## src/rtl/lm_sm_sequencer_pkg.sv

```systemverilog
// Shared definitions for the LM/SM sequencer and the main control FSM:
// widths, sequencer state encoding and the LM/SM opcode mapping.
package lm_sm_sequencer_pkg;

    localparam int ADDR_W = 16;
    localparam int NREG   = 8;
    localparam int SEL_W  = 3;

    typedef enum logic [1:0] {
        ST_IDLE   = 2'd0,
        ST_ACCESS = 2'd1,
        ST_DONE   = 2'd2
    } state_e;

    localparam logic [3:0] OPC_LM = 4'b0110;
    localparam logic [3:0] OPC_SM = 4'b0111;

    localparam logic IS_STORE_LM = 1'b0;
    localparam logic IS_STORE_SM = 1'b1;

    function automatic logic opc_is_store(input logic [3:0] opc);
        return (opc == OPC_SM) ? IS_STORE_SM : IS_STORE_LM;
    endfunction

endpackage

```

## src/rtl/lm_sm_sequencer_if.sv

```systemverilog
// Request, memory-handshake and status bundle between the control FSM,
// memory and the LM/SM sequencer.
interface lm_sm_sequencer_if;
    import lm_sm_sequencer_pkg::*;

    logic              start;
    logic              is_store;
    logic [NREG-1:0]   mask;
    logic [ADDR_W-1:0] base_addr;
    logic              mem_ack;
    logic [SEL_W-1:0]  reg_sel;
    logic [ADDR_W-1:0] mem_addr;
    logic              mem_req;
    logic              mem_we;
    logic              rf_we;
    logic              busy;
    logic              done;
    logic [ADDR_W-1:0] end_addr;

    modport master (
        output start, is_store, mask, base_addr, mem_ack,
        input  reg_sel, mem_addr, mem_req, mem_we,
        input  rf_we, busy, done, end_addr
    );

    modport slave (
        input  start, is_store, mask, base_addr, mem_ack,
        output reg_sel, mem_addr, mem_req, mem_we,
        output rf_we, busy, done, end_addr
    );

endinterface

```

## src/rtl/lm_sm_sequencer_penc.sv

```systemverilog
// Lowest-set-bit priority encoder over an 8-bit register mask.
module lsb_priority_encoder8 (
    input  logic [7:0] vec_i,
    output logic [2:0] idx_o,
    output logic       valid_o
);

    always_comb begin
        idx_o   = 3'd0;
        valid_o = |vec_i;
        // Scan downwards so the lowest set bit is the last to win
        for (int i = 7; i >= 0; i--) begin
            if (vec_i[i]) idx_o = 3'(i);
        end
    end

endmodule

```

## src/rtl/lm_sm_sequencer.sv

```systemverilog
// LM/SM sequencer: walks the register mask LSB first, issuing one
// memory access per set bit at consecutive addresses from the base.
module lm_sm_sequencer
    import lm_sm_sequencer_pkg::*;
(
    input logic              clk,
    input logic              reset,
    lm_sm_sequencer_if.slave bus
);

    state_e            state_q;
    logic [NREG-1:0]   pending_q;
    logic [NREG-1:0]   pending_d;
    logic [ADDR_W-1:0] addr_q;
    logic [ADDR_W-1:0] addr_d;
    logic [ADDR_W-1:0] end_addr_q;
    logic              store_q;
    logic [SEL_W-1:0]  sel;
    logic              sel_v;
    logic              in_access;
    logic              xfer;

    lsb_priority_encoder8 u_penc (
        .vec_i   (pending_q),
        .idx_o   (sel),
        .valid_o (sel_v)
    );

    assign in_access = (state_q == ST_ACCESS);
    assign xfer      = in_access && bus.mem_ack;
    assign pending_d = pending_q & (pending_q - NREG'(1));
    assign addr_d    = addr_q + ADDR_W'(1);

    always_ff @(posedge clk) begin
        if (reset) begin
            state_q    <= ST_IDLE;
            pending_q  <= '0;
            addr_q     <= '0;
            store_q    <= 1'b0;
            end_addr_q <= '0;
        end else begin
            unique case (state_q)
                ST_IDLE: begin
                    if (bus.start) begin
                        pending_q <= bus.mask;
                        addr_q    <= bus.base_addr;
                        store_q   <= bus.is_store;
                        // An empty list completes at once at the base
                        if (bus.mask == '0) begin
                            end_addr_q <= bus.base_addr;
                            state_q    <= ST_DONE;
                        end else begin
                            state_q <= ST_ACCESS;
                        end
                    end
                end
                ST_ACCESS: begin
                    if (bus.mem_ack) begin
                        pending_q <= pending_d;
                        addr_q    <= addr_d;
                        if (pending_d == '0) begin
                            end_addr_q <= addr_d;
                            state_q    <= ST_DONE;
                        end
                    end
                end
                ST_DONE: state_q <= ST_IDLE;
                default: state_q <= ST_IDLE;
            endcase
        end
    end

    assign bus.reg_sel  = (in_access && sel_v) ? sel : '0;
    assign bus.mem_addr = in_access ? addr_q : '0;
    assign bus.mem_req  = in_access;
    assign bus.mem_we   = in_access && store_q;
    assign bus.rf_we    = xfer && !store_q;
    assign bus.busy     = (state_q != ST_IDLE);
    assign bus.done     = (state_q == ST_DONE);
    assign bus.end_addr = end_addr_q;

endmodule

```

## src/flat_wrapper.sv

```systemverilog
// flat-port wrapper written by rule: the top's interface ports become plain ports
module lm_sm_sequencer_flat import lm_sm_sequencer_pkg::*;
  (clk, reset, bus_start, bus_is_store, bus_mask, bus_base_addr, bus_mem_ack, bus_reg_sel, bus_mem_addr, bus_mem_req, bus_mem_we, bus_rf_we, bus_busy, bus_done, bus_end_addr);
  lm_sm_sequencer_if bus_i ();
  input logic clk;
  input logic reset;
  input wire logic [$bits(bus_i.start)-1:0] bus_start;
  input wire logic [$bits(bus_i.is_store)-1:0] bus_is_store;
  input wire logic [$bits(bus_i.mask)-1:0] bus_mask;
  input wire logic [$bits(bus_i.base_addr)-1:0] bus_base_addr;
  input wire logic [$bits(bus_i.mem_ack)-1:0] bus_mem_ack;
  output wire logic [$bits(bus_i.reg_sel)-1:0] bus_reg_sel;
  output wire logic [$bits(bus_i.mem_addr)-1:0] bus_mem_addr;
  output wire logic [$bits(bus_i.mem_req)-1:0] bus_mem_req;
  output wire logic [$bits(bus_i.mem_we)-1:0] bus_mem_we;
  output wire logic [$bits(bus_i.rf_we)-1:0] bus_rf_we;
  output wire logic [$bits(bus_i.busy)-1:0] bus_busy;
  output wire logic [$bits(bus_i.done)-1:0] bus_done;
  output wire logic [$bits(bus_i.end_addr)-1:0] bus_end_addr;
  assign bus_i.start = bus_start;
  assign bus_i.is_store = bus_is_store;
  assign bus_i.mask = bus_mask;
  assign bus_i.base_addr = bus_base_addr;
  assign bus_i.mem_ack = bus_mem_ack;
  assign bus_reg_sel = bus_i.reg_sel;
  assign bus_mem_addr = bus_i.mem_addr;
  assign bus_mem_req = bus_i.mem_req;
  assign bus_mem_we = bus_i.mem_we;
  assign bus_rf_we = bus_i.rf_we;
  assign bus_busy = bus_i.busy;
  assign bus_done = bus_i.done;
  assign bus_end_addr = bus_i.end_addr;
  lm_sm_sequencer u_core (.clk(clk), .reset(reset), .bus(bus_i));
endmodule
```

## config.mk

```make
export PLATFORM = sky130hd
export DESIGN_NAME = lm_sm_sequencer_flat
export DESIGN_NICKNAME = d
export VERILOG_FILES = /design/src/rtl/lm_sm_sequencer_pkg.sv /design/src/rtl/lm_sm_sequencer_if.sv /design/src/rtl/lm_sm_sequencer_penc.sv /design/src/rtl/lm_sm_sequencer.sv /design/src/flat_wrapper.sv
export SDC_FILE = /design/constraint.sdc
export NUM_CORES = 1
export LEC_CHECK = 0
export CORE_MARGIN = 3
export CORE_UTILIZATION = 40
export DETAILED_ROUTE_END_ITERATION = 10
export PLACE_DENSITY = 0.72
export SYNTH_ARGS = -nofsm -noshare
export SYNTH_HDL_FRONTEND = slang
export SYNTH_SLANG_ARGS = --single-unit
```

## constraint.sdc

```tcl
create_clock -name clk -period 2.1 [get_ports clk]
set_input_delay 0.42 -clock clk [delete_from_list [all_inputs] [get_ports clk]]
set_output_delay 0.42 -clock clk [all_outputs]
set_load 0.05 [all_outputs]
```

==> results.tsv <==
metric	value	unit
async set-reset flop share out of synthesis	0	%
Final Hold Slack	0.481	ns
pins over their slew limit	0	
Syn Std Cell Area	2430	um^2
design area	3740	um^2
max-cap violations	0	
hold path depth	2	
Pwr Density	789	nW/um^2
WP data required	1.68	ns
placed instance area	3530	um^2
CP max FO	2	
syn nets	359	
Setup Total Neg Slack	-0.440	ns
CTS tree	built	
share of the synthesized area in the top cell type	35.4	%
Synth cell types	48	
area grow syn2layout	53.7	%
Post-DP HPWL	5720	um
num ports	69	
first-pass GRT wire length	12900	um
Die ar.	7060	um^2
leakage	1.42	nW
drt pass-1 iters	4	
Min-Delay Path Class	flop to flop	
clk slew on worst S/H paths	0.09	ns
startpoint types	flop	
largest net degree at the start of global routing	45	
Main synth FF type	dfxtp_1	
clk buf depth	2	
row cnt	27	
Layout fillers	491	
Final nets	438	
failing checks	setup timing	
Max-slew headroom	64.1	%
Clock Root Buffer	clkbuf_8	
vias	2714	
clk_lat worst skew	0.30	ns
clk sinks	43	
post-synthesis sequential area ratio	35.4	%
total track usage	22.4	%
GR Util met2	36.4	%
Placer Congestion	0.923	
Reg power frac	34.1	%
TritonCTS Buffers	5	
Avg Cell Area, Syn	7.40	um^2
sw power	1.08	mW
Clk pwr share	26.3	%
Final Worst Setup Slack	-0.153	ns
sequential cell area	867	um^2
Util after Layout	65.5	%
antenna violations before repair	0	
Net Sw Frac	36.6	%
logic gate share of total power	39.6	%
DR iter-0 viols	228	
dpl ws	-0.0862	ns
cell taking the most area after synthesis	dfxtp_1	
WL/cell	16.2	um
busiest grt layer	met2	
final setup fails	3	
synth warn	0	
r2r setup slk	0.11	ns
global-route track usage on met1	30.6	%
RSZ-0062 raised after global routing	true	
Post-CTS Hold Buffers	0	
Tmin final	2.25	ns
vias in the first global route	2600	
Antenna Nets Post-Route	0	
VDD IR-drop max	0.439	mV
gr ovfl total	0	
Final Hold Fails	0	
CP Capture Type	primary output	
layout cells sized above 1	20.3	%
fmax	444	MHz
core region area	5710	um^2
Die W	84	um
drt total wl	7800	um
H-tree levels	2	
worst slew pin tran	0.532	ns
antenna cells	0	
Post-synth EDFFs	0	
Yosys reg bits	43	
Setup Skew	0.00609	ns
Multi-input gate area	1510	um^2
critical path class	flop to primary output	
M3 GR Usage	4.44	%
Starting Density	42.6	%
Worst Path Arrival	1.83	ns
most area-consuming cells after synthesis	dfxtp_1 (35%), a21oi_1 (7.6%), nand2_1 (6.0%)	
Tcrit/Tclk final	107	%
I/O Buffers	68	
Register-to-Register Path Depth	7	
internal power	1.87	mW
outcome	finished with violations	
die height	84	um
drt via density	5.64	
Post-Syn Instances	329	
DRC	0	
critical path, stage by stage (launching register included):
cell	delay (ns)
dfxtp_2	0.33
or4_4	0.56
nor2_4	0.11
nand2_2	0.05
o21ai_2	0.15
buf_6	0.12
nor3_2	0.05
buf_12	0.15
flip-flops by register name (all words and copies together), names as in the netlist:
signal	cells
u_core.store_q	1
u_core.pending_q	8
u_core.addr_q	16
u_core.state_q	2
u_core.bus.end_addr	16
placed cells by master, fill, tap and decap left out, drive strengths merged, types with 4 or more instances in the layout:
cell type / instances
a21oi: 38
clkbuf: 5
xor2: 4
nand2: 39
nand3: 18
nor2: 30
o21ai: 30
nor3: 5
buf: 51
nor4: 7
a211o: 6
mux2i: 4
or4: 6
inv: 8
nand4: 5
dfxtp: 43
and2: 13
a31oi: 7
clkdlybuf4s50: 44
or3: 4
cells in the mapped netlist, drive strengths merged, types with 3 or more instances:
cell type and number:
o21a 3, or3 4, a211o 6, a211oi 3, buf 10, nand2 39, or4 6, o21ai 30
or2 3, a21oi 38, mux2i 4, dfxtp 43, a22oi 3, nor4 7, inv 8, nand4 5
and2 13, nor2 30, clkbuf 13, o31ai 3, nand3 18, nor3 5, nor2b 3, xor2 4
a31oi 7
kinds of logic after synthesis:
logic type	count (synthesis)	share of synthesized area (%)
fa+ha+maj	2	0.925
buf+inv	31	5.14
simple gates	141	29.8
mux	4	1.65
compound gates	102	25.0
xor+xnor	6	2.16
flops	43	35.4
what timing repair did:
item / CTS / global route
pin swaps: 2 / 4
gates resized for setup: 6 / 13
buffers inserted: 0 / 2
endpoints found under the setup margin: 14 / 18
gates cloned: 0 / 0
worst paths after layout:
check / startpoint / end
max: u_core.pending_q[3] / bus_reg_sel[0]
min: u_core.bus.end_addr[12] / u_core.bus.end_addr[12]
max reg2reg: u_core.pending_q[0] / u_core.bus.end_addr[7]
min reg2reg: u_core.bus.end_addr[12] / u_core.bus.end_addr[12]
per-stage QoR:
step,instances,power [mW]
2_1_floorplan,329,1.67
3_3_place_gp,471,2.11
3_5_place_dp,471,2.13
4_1_cts,479,2.93
5_1_grt,481,3.09
6_report,481,2.95
layer usage:
| metal | part of all wire (%) | vias up | wire length, um |
|---|---|---|---|
| met5 | 0 | - | 0 |
| met4 | 0.68 | 0 | 53 |
| met3 | 4.0 | 4 | 315 |
| met2 | 50 | 76 | 3880 |
| met1 | 45 | 1295 | 3540 |
| li1 | - | 1339 | - |
final cells by class:
type / instances / share of cell area, %
inverters: 8 / 0.870
flip-flops and latches: 43 / 23.2
multi-input cells: 255 / 40.3
clock inverters: 3 / 1.81
repair buffers: 95 / 29.6
well taps: 72 / 2.41
clock buffers: 5 / 1.84
power by group through the flow:
stage / sequential, mW / combinational [mW] / clock, mW
after floorplan: 1.10 / 0.572 / 0
after global placement: 1.01 / 1.10 / 0
after detailed placement: 1.01 / 1.12 / 0
after CTS: 0.999 / 1.14 / 0.792
after global routing: 1.02 / 1.25 / 0.814
final: 1.01 / 1.17 / 0.776
No activity file was read; power rests on OpenSTA's default activity.
